--- config.mk ---
export PLATFORM = sky130hd
export DESIGN_NAME = debounce_sync
export DESIGN_NICKNAME = d
export VERILOG_FILES = /design/src/rtl/debounce_sync.sv
export SDC_FILE = /design/constraint.sdc
export NUM_CORES = 1
export LEC_CHECK = 0
export ABC_AREA = 1
export ABC_CLOCK_PERIOD_IN_PS = 2500
export BUFFER_PORTS_ARGS = -buffer_cell sky130_fd_sc_hd__buf_4
export CAP_MARGIN = 10
export CELL_PAD_IN_SITES_DETAIL_PLACEMENT = 0
export CELL_PAD_IN_SITES_GLOBAL_PLACEMENT = 1
export CORE_AREA = 2 2 42 44
export CTS_BUF_LIST = sky130_fd_sc_hd__clkbuf_4
export DETAILED_ROUTE_END_ITERATION = 12
export DIE_AREA = 0 0 44 46
export GPL_TIMING_DRIVEN = 0
export MAX_ROUTING_LAYER = met4
export PLACE_DENSITY_LB_ADDON = 0.1
export REMOVE_ABC_BUFFERS = 1
export SETUP_SLACK_MARGIN = 0.02
export SLEW_MARGIN = 10
export SYNTH_ARGS = -nofsm -noshare
export SYNTH_HDL_FRONTEND = slang
export SYNTH_SLANG_ARGS = --single-unit
--- constraint.sdc ---
create_clock -name clk -period 2.5 [get_ports clk]
set_input_delay 0 -clock clk [delete_from_list [all_inputs] [get_ports clk]]
set_output_delay 0 -clock clk [all_outputs]
set_load 0.02 [all_outputs]
--- src/rtl/debounce_sync.sv ---
// rtl/debounce_sync.sv - two-flop synchroniser plus stability-counting debouncer with rise/fall pulses
module debounce_sync #(
    parameter int STABLE_CYCLES = 16,
    parameter int CNT_W         = 8
) (
    input  logic clk,
    input  logic rst,
    input  logic din,
    output logic q,
    output logic rise,
    output logic fall
);

    typedef enum logic [1:0] {
        STABLE_LOW  = 2'd0,
        CHECK_HIGH  = 2'd1,
        STABLE_HIGH = 2'd2,
        CHECK_LOW   = 2'd3
    } state_t;

    localparam logic [CNT_W-1:0] CNT_LAST = CNT_W'(STABLE_CYCLES - 1);
    localparam logic [CNT_W-1:0] CNT_ONE  = CNT_W'(1);

    logic             sync1;
    logic             sync2;
    state_t           state;
    state_t           state_n;
    logic [CNT_W-1:0] cnt;
    logic [CNT_W-1:0] cnt_n;
    logic             q_n;
    logic             rise_n;
    logic             fall_n;

    // sync1 is the only flop allowed to go metastable; nothing sits between it and sync2
    always_ff @(posedge clk or posedge rst) begin
        if (rst) begin
            sync1 <= 1'b0;
            sync2 <= 1'b0;
        end else begin
            sync1 <= din;
            sync2 <= sync1;
        end
    end

    always_ff @(posedge clk or posedge rst) begin
        if (rst) begin
            state <= STABLE_LOW;
            cnt   <= '0;
            q     <= 1'b0;
            rise  <= 1'b0;
            fall  <= 1'b0;
        end else begin
            state <= state_n;
            cnt   <= cnt_n;
            q     <= q_n;
            rise  <= rise_n;
            fall  <= fall_n;
        end
    end

    always_comb begin
        state_n = state;
        cnt_n   = '0;
        q_n     = q;
        rise_n  = 1'b0;
        fall_n  = 1'b0;
        case (state)
            STABLE_LOW: begin
                if (sync2) begin
                    state_n = CHECK_HIGH;
                    cnt_n   = CNT_ONE;
                end
            end
            CHECK_HIGH: begin
                if (!sync2) begin
                    state_n = STABLE_LOW;
                end else if (cnt == CNT_LAST) begin
                    state_n = STABLE_HIGH;
                    q_n     = 1'b1;
                    rise_n  = 1'b1;
                end else begin
                    cnt_n = cnt + CNT_ONE;
                end
            end
            STABLE_HIGH: begin
                if (!sync2) begin
                    state_n = CHECK_LOW;
                    cnt_n   = CNT_ONE;
                end
            end
            CHECK_LOW: begin
                if (sync2) begin
                    state_n = STABLE_HIGH;
                end else if (cnt == CNT_LAST) begin
                    state_n = STABLE_LOW;
                    q_n     = 1'b0;
                    fall_n  = 1'b1;
                end else begin
                    cnt_n = cnt + CNT_ONE;
                end
            end
            default: begin
                state_n = STABLE_LOW;
            end
        endcase
    end

endmodule

== Word level (Yosys, flattened, before mapping) ==
Index checks and enable logic that the tools add are counted.

* Flip-flop bits (word level): 15
* Input port bits: 3
* Output and inout bits: 3
* Word-level logic and storage cells: 47

* $add $sub $neg: 1
* Equality and inequality tests: 12
* Multiplexer cells: 23
* Reductions and logical operators: 4

{| class="wikitable"
|+ Operator list
! operator !! count
|-
| $pmux 8 s4 || 1
|-
| $mux 8 || 3
|-
| $mux 2 || 6
|-
| $ne 2x2->1 const B || 6
|-
| $mux 1 || 11
|-
| $add 8x1->8 const B || 1
|-
| $eq 8x4->1 const B || 1
|-
| $pmux 2 s4 || 1
|-
| $ne 3x3->1 const B || 2
|-
| $reduce_and 5->1 || 1
|-
| $eq 2x2->1 const B || 2
|-
| $reduce_and 4->1 || 1
|-
| $eq 2x1->1 const B || 1
|-
| $logic_not 2->1 || 1
|-
| $pmux 1 s2 || 1
|-
| $reduce_bool 2->1 || 1
|}

== Logic depth before layout (Yosys ltp) ==
Gate-level depths: netlist of the first run.

* Depth after elaboration: 4
* Mapped depth: 7
* Mapped depth without buffers: 7

== Worst setup path after synthesis of the first run ==
Ideal clock, no wire load.

* Path kind: reg2reg
* From: register cnt[0]
* To: register with a tool-made name
* Setup time: 0.117 ns
* Arrival: 1.032 ns
* Data required time: 2.383 ns
* Path slack: 1.351 ns
* Stages on the path, launching flop included: 7
* Path buffers: 0
* Period minus slack after synthesis: 1.149 ns
* Path through: dfrtp_1 > ha_1 > nand3_1 > nor2_2 > nand2_2 > nand2_1 > o21ai_2

{| class="wikitable"
|+ RTL lines
! what !! line !! RTL
|-
| start: declaration || 28 || <nowiki>logic [CNT_W-1:0] cnt;</nowiki>
|-
| start signal: assignment || 54 || <nowiki>cnt <= cnt_n;</nowiki>
|}

== Worst setup path in the final report of the first run ==
* From: register cnt[0]
* To: register cnt[0]

* Cells in the longest elaborated chain, start to end: 4
* Elaborated cells on any way between the ends: 6
* Classes of those cells: add/sub: 1; eq/ne: 1; mux: 4

{| class="wikitable"
|+ RTL lines
! what !! line !! RTL
|-
| $add 8x1->8 / $eq 8x4->1 (equally long branches) || n/a ||
|-
| $mux 8 (*) || 77, 94 ||
|-
| $mux 8 (on tied branches) || 92, 75 ||
|-
| $pmux 8 s4 (*) || 67 || <nowiki>case (state)</nowiki>
|-
| named net cnt_n[0] || 29 || <nowiki>logic [CNT_W-1:0] cnt_n;</nowiki>
|}

Mark *: on every way through the listed nets, which the timed path passes. The rest lies on a longest branch.
A chain may end at the register's enable or synchronous reset.

==> out/qor.csv, run 1 <==
stage,metric,value,unit
logic_synthesis,synthXorXnorAreaFrac,3.73,%
sta,whs,0.324,ns
detailed_routing,wirelength,1180,um
grt,grt-ovfl-total,0,
logic_synthesis,ys_seq_area_share,53.3,%
detailed_routing,drt_iter0_markers,3,
clocking,cts-resized-gates,0,
logic_synthesis,synth_compound_area_share,1.95,%
clocking,post-cts-setup-buffer-count,0,
detailed_routing,antenna_left,0,
logic_synthesis,synth_top_family_by_area,simple AND/OR/NAND/NOR gates,
clocking,cts_tree,built,
logic_synthesis,synth_top_area_cell,dfrtp_1,
grt,grt_pass1_vias,499,
clocking,htree_levels,1,
job,maxCapViolCount,0,
logic_synthesis,synth_fa_ha_area_share,1.78,%
cells_and_area,drive_above_1_share,20.4,%
sta,worstMarginPinSlew,0.559,ns
clocking,cts_sinks,15,
floorplanning,dieArea,2020,um2
clocking,cts_root_buf,clkbuf_4,
grt,grt_usage,15.7,%
clocking,clock_latency,0.27,ns
floorplanning,core_area,1610,um2
setup_path,worst_setup_path_start_kind,register,
logic_synthesis,synth_mux_area_share,0,%
sta,clock_skew,0.00227,ns
setup_path,cp.required,2.67,ns
grt,antenna_found_initial,0,
worst_hold_path,min_path_type,input port to asynchronous set/reset pin,
sta,period_minus_slack,1.27,ns
floorplanning,initial_core_util,43.6,%
floorplanning,ios,6,
floorplanning,fp.dieW,44,um
sta,fin_crit_sh,50.8,%
clocking,clkTransAtPathRegs,0.08,ns
grt,grt_max_degree,16,
setup_path,critPathMaxFanout,4,
power_and_ir_drop,leakagePower,0.426,nW
clocking,cts_buffer_depth,2,
status,status,finished clean,
detailed_routing,drt-wirelength-per-cell,10.7,um
logic_synthesis,yosys.area_share.simple,30.7,%
logic_synthesis,mappedNetlistArea,704,um2
logic_synthesis,ys_seq_elements,15,
setup_path,cp-end-kind,register,
placed_design,gp_congestion,0.763,
logic_synthesis,yosysWarningCount,0,
cells_and_area,syn_to_final_growth,15.5,%
detailed_routing,drcViolationCount,0,
cells_and_area,n_antenna_cell,0,
cells_and_area,fin_nets,98,
sta,slew_viol_final,0,
sta,setup_slack,1.23,ns
logic_synthesis,synth.distinct_cells,18,
sta,tns,0,ns
placed_design,io_buffers,5,
sta,rsz0062_at_grt,no,
logic_synthesis,synthCells,82,
setup_path,path_class,register to register,
floorplanning,die_y,46,um
sta,slew_headroom,62.7,%
setup_path,critPathArrivalTime,1.44,ns
logic_synthesis,yosysTopAreaCellShare,53.3,%
power_and_ir_drop,max-vdd-ir-drop,0.000342,V
placed_design,place_ws,1.20,ns
clocking,holdBufCountCts,2,
sta,max_freq,787,MHz
placed_design,dp_hpwl,915,um
logic_synthesis,syn_area_per_cell,8.59,um2
sta,setup_viol,0,
sta,hold_viol,0,
detailed_routing,viasPerCell,4.75,
floorplanning,rows,15,
grt,grt_pass1_wl,2140,um
logic_synthesis,netlist_top_cells_area,"dfrtp_1 53%, nand2_1 9.6%, inv_1 8.0%",
power_and_ir_drop,p_per_area,514,nW/um2
detailed_routing,drtPass1Iterations,4,
clocking,cts_made_buffers,3,
detailed_routing,vias,523,
[cells in the mapped netlist (all sizes together)]
cell and number:
dfrtp 15, ha 1, inv 16, nand2 21, nand3 5, nand3b 1, nand4 3, nor2 13
nor3 2, o21ai 2, xnor2 1, xor2 2
[cells in the final DEF (no fill, tap or decap)]
master	count
nor2_1	9
dlygate4sd3_1	2
nor2_2	3
inv_1	15
nand2_2	3
nor3_2	1
nand2_1	18
xor2_1	2
o21ai_2	1
ha_1	1
o21ai_0	1
inv_2	1
nor3_1	1
nand4_1	3
nand3b_1	1
nor2_4	1
buf_4	5
nand3_1	5
xnor2_1	1
clkbuf_4	4
dfrtp_1	15
[kinds of logic (layout without fill, tap and decap cells)]
logic type / count (synthesis) / in the layout
AOI/OAI and AO/OA: 2 / 2
xor gates and xnor gates: 3 / 3
adders and majority gates: 1 / 1
buffers and inverters: 16 / 27
DFF: 15 / 15
and+or+nand+nor: 45 / 45
[path summary, 6_finish.rpt]
check / endpoint / from / cells past startpoint / slack [ns]
max: cnt[0] / cnt[0] / 6 / 1.23
min: fall / rst / 3 / 0.32
max reg2reg: cnt[0] / cnt[0] / 6 / 1.23
min reg2reg: sync2 / sync1 / 0 / 0.36
max in group asynchronous: q / rst / 3 / 1.81
min in group clk: sync2 / sync1 / 0 / 0.36
[registers in the layout, indices dropped and copies added (netlist names), named ones only]
register / cells
cnt: 8
q: 1
fall: 1
rise: 1
sync2: 1
state: 1
sync1: 1
[cell type report]
cell class              instances  area, um2
fillers                       174        801
inverters                      16       60.1
clock buffers                   4       30.0
flip-flops and latches         15        375
repair buffers                  7       57.6
multi-input cells              51        269
well taps                      17       21.3
[where the power goes]
part           internal (mW)  switching (mW)
clock                 0.0727          0.0720
sequential             0.247         0.00415
combinational        0.00844          0.0137
[critical path, cell delays in order, from the launching register on]
cell and delay [ns]:
dfrtp_1 0.39, ha_1 0.22, nand3_1 0.14, nor2_2 0.18, nand2_2 0.10, nand2_1 0.10
nor2_1 0.04
[stage by stage]
| stage | cell area, um2 | utilization (%) | total power, mW | std cells |
|---|---|---|---|---|
| 2_1_floorplan | 704 | - | 0.269 | 82 |
| 3_3_place_gp | 763 | 47.3 | 0.275 | 104 |
| 5_1_grt | 813 | 50.4 | 0.440 | 110 |
| 6_report | 813 | 50.4 | 0.418 | 110 |
| 4_1_cts | 813 | 50.4 | 0.423 | 110 |
| 3_5_place_dp | 763 | 47.3 | 0.277 | 104 |
[layer usage]
metal  global-route usage (%)  vias up  routed length, um
li1                         -      268                  -
met1                     17.8      247                520
met2                     25.3        6                609
met3                     3.57        2                 30
met4                     9.09        0                 15
met5                        -        -                  0
Power figures use the tool's default switching activity.
==> inputs of run 2 (changes only) <==
--- a/config.mk
+++ b/config.mk
@@ -6,15 +6,15 @@
 export NUM_CORES = 1
 export LEC_CHECK = 0
 export ABC_AREA = 1
-export ABC_CLOCK_PERIOD_IN_PS = 2500
+export ABC_CLOCK_PERIOD_IN_PS = 1100
 export BUFFER_PORTS_ARGS = -buffer_cell sky130_fd_sc_hd__buf_4
 export CAP_MARGIN = 10
 export CELL_PAD_IN_SITES_DETAIL_PLACEMENT = 0
 export CELL_PAD_IN_SITES_GLOBAL_PLACEMENT = 1
-export CORE_AREA = 2 2 42 44
+export CORE_AREA = 2 2 45 47
 export CTS_BUF_LIST = sky130_fd_sc_hd__clkbuf_4
 export DETAILED_ROUTE_END_ITERATION = 12
-export DIE_AREA = 0 0 44 46
+export DIE_AREA = 0 0 47 49
 export GPL_TIMING_DRIVEN = 0
 export MAX_ROUTING_LAYER = met4
 export PLACE_DENSITY_LB_ADDON = 0.1
==> constraint.sdc (replaced) <==
create_clock -name clk -period 1.1 [get_ports clk]
set_input_delay 0 -clock clk [delete_from_list [all_inputs] [get_ports clk]]
set_output_delay 0 -clock clk [all_outputs]
set_load 0.02 [all_outputs]
==> out/qor.csv, run 2 (synthesized netlist as in run 1, its figures left out) <==
stage,metric,value,unit,change
setup_path,cp.required,1.30,ns,was 2.67 ns
cells_and_area,n_antenna_cell,0,,unchanged
power_and_ir_drop,max-vdd-ir-drop,0.000926,V,was 0.000342 V
grt,grt-ovfl-total,0,,unchanged
detailed_routing,drt_iter0_markers,3,,unchanged
clocking,htree_levels,1,,unchanged
detailed_routing,drtPass1Iterations,4,,unchanged
detailed_routing,wirelength,1190,um,was 1180 um
cells_and_area,regMostFlops,cnt,,unchanged
cells_and_area,mostFrequentLayoutCells,"15 x nand2_1, 14 x inv_1, 13 x dfrtp_1",,"was 18 x nand2_1, 15 x inv_1, 15 x dfrtp_1"
job,maxCapViolCount,0,,unchanged
sta,setup_viol,9,,was 0
sta,clock_skew,0.00365,ns,was 0.00227 ns
setup_path,cp_cell_sequence,"ha_4, nand3_4, nor2_4, nand2_4, nand2_4, nor2_2",,"was ha_1, nand3_1, nor2_2, nand2_2, nand2_1, nor2_1"
cells_and_area,layout_commonest_cell,nand2_1,,unchanged
detailed_routing,drcViolationCount,0,,unchanged
clocking,cts_sinks,15,,unchanged
floorplanning,rows,16,,was 15
setup_path,critPathMaxFanout,4,,unchanged
sta,slew_viol_final,0,,unchanged
clocking,cts_root_buf,clkbuf_4,,unchanged
setup_path,cp.depth,6,,unchanged
setup_path,slowest_delay,0.40,ns,was 0.39 ns
status,status,"complete, but fails checks",,was finished clean
grt,grt_usage,14.2,%,was 15.7%
clocking,clock_latency,0.29,ns,was 0.27 ns
sta,hold_viol,0,,unchanged
cells_and_area,postLayoutCoreUtil,51.4,%,was 50.4%
grt,antenna_found_initial,0,,unchanged
cells_and_area,drive_above_1_share,38.4,%,was 20.4%
power_and_ir_drop,leakagePower,0.463,nW,was 0.426 nW
sta,period_minus_slack,1.15,ns,was 1.27 ns
setup_path,r2r_cells,6,,unchanged
clocking,cts_made_buffers,3,,unchanged
power_and_ir_drop,p_per_area,1020,nW/um2,was 514 nW/um2
setup_path,cp_common_cell,nand2_4,,
detailed_routing,antenna_left,0,,unchanged
grt,grt_max_degree,16,,unchanged
detailed_routing,viasPerCell,4.39,,was 4.75
setup_path,crit_family,simple AND/OR/NAND/NOR gates,,unchanged
floorplanning,initial_core_util,38.2,%,was 43.6%
floorplanning,ios,6,,unchanged
placed_design,io_buffers,5,,unchanged
sta,fin_crit_sh,104,%,was 50.8%
setup_path,critPathArrivalTime,1.34,ns,was 1.44 ns
sta,max_freq,873,MHz,was 787 MHz
setup_path,cp_slowest_cell,dfrtp_1,,unchanged
setup_path,cp.buffers_inverters,0,,unchanged
cells_and_area,final_cells,126,,was 110
cells_and_area,fin_nets,104,,was 98
worst_hold_path,min_path_type,input port to asynchronous set/reset pin,,unchanged
clocking,clkTransAtPathRegs,0.10,ns,was 0.08 ns
cells_and_area,largest_reg_flops,8,,unchanged
clocking,cts_buffer_depth,2,,unchanged
placed_design,place_inst,114,,was 104
setup_path,path_class,register to register,,unchanged
sta,setup_slack,-0.0460,ns,was 1.23 ns
placed_design,gp_congestion,0.733,,was 0.763
clocking,cts_tree,built,,unchanged
sta,slew_headroom,62.0,%,was 62.7%
grt,grt_pass1_vias,547,,was 499
placed_design,dpl_cell_area,776,um2,was 763 um2
cells_and_area,fillers,181,,was 174
power_and_ir_drop,p_total,0.967,mW,was 0.418 mW
detailed_routing,vias,553,,was 523
sta,worstMarginPinSlew,0.569,ns,was 0.559 ns
placed_design,dp_hpwl,821,um,was 915 um
setup_path,cp-end-kind,register,,unchanged
cells_and_area,syn_to_final_growth,34.3,%,was 15.5%
setup_path,worst_setup_path_start_kind,register,,unchanged
floorplanning,core_area,1840,um2,was 1610 um2
sta,rsz0062_at_grt,yes,,was no
sta,tns,-0.167,ns,was 0 ns
grt,grt_pass1_wl,2260,um,was 2140 um
floorplanning,die_y,49,um,was 46 um
floorplanning,fp.dieW,47,um,was 44 um
floorplanning,dieArea,2300,um2,was 2020 um2
status,violations,negative setup slack,,
detailed_routing,drt-wirelength-per-cell,9.44,um,was 10.7 um
cells_and_area,design_area,946,um2,was 813 um2
run 2: final cells by class:
class | instances | area (um2) | area share [%]
Sequential cell | 15 | 378 | 39.9
Multi-Input combinational cell | 51 | 344 | 36.4
Timing Repair Buffer | 13 | 103 | 10.8
Inverter | 16 | 60.1 | 6.35
Tap cell | 27 | 33.8 | 3.57
Clock buffer | 3 | 22.5 | 2.38
Clock inverter | 1 | 5.00 | 0.529
run 2: path summary, 6_finish.rpt:
kind                       startpoint     end  slack, ns
setup / recovery               cnt[0]  cnt[0]      -0.05
hold / removal                    rst  cnt[6]       0.31
setup reg to reg               cnt[0]  cnt[0]      -0.05
hold reg to reg                 sync1   sync2       0.36
max in group asynchronous         rst  cnt[3]       0.38
min in group clk                sync1   sync2       0.36
run 2: power by group:
| group | switching [mW] | internal (mW) | leakage, nW |
|---|---|---|---|
| Clock | 0.193 | 0.135 | 0.0177 |
| Combinational | 0.0366 | 0.0291 | 0.248 |
| Sequential | 0.0119 | 0.561 | 0.197 |
| Total | 0.241 | 0.726 | 0.463 |
run 2: stage by stage:
| step | hold WS [ns] | worst slack, ns |
|---|---|---|
| 2_1_floorplan | -0.0985 | -0.0493 |
| 3_3_place_gp | 0.0971 | -0.169 |
| 3_5_place_dp | 0.0969 | -0.172 |
| 4_1_cts | 0.328 | -0.0217 |
| 5_1_grt | 0.350 | -0.117 |
| 6_report | 0.313 | -0.0460 |
run 2: worst reg2reg max path, stage by stage, from the launching register on:
cell and delay [ns]:
dfrtp_1 0.40, ha_4 0.18, nand3_4 0.09, nor2_4 0.17
nand2_4 0.09, nand2_4 0.09, nor2_2 0.03
run 2: timing repair:
| action | in CTS | in global routing |
|---|---|---|
| hold endpoints to repair | 16 | 0 |
| pin swaps | 9 | 6 |
| hold buffers | 2 | 0 |
| resized for setup | 14 | 7 |
| setup buffers | 5 | 1 |
| setup endpoints to repair | 12 | 13 |
run 2: per-layer routing:
metal | GRT usage [%] | vias to the layer above | share of wire [%]
met5 | - | - | 0
met4 | 6.94 | 0 | 2.6
met3 | 3.33 | 5 | 3.8
met2 | 20.8 | 13 | 48
met1 | 18.0 | 247 | 46
li1 | - | 288 | -
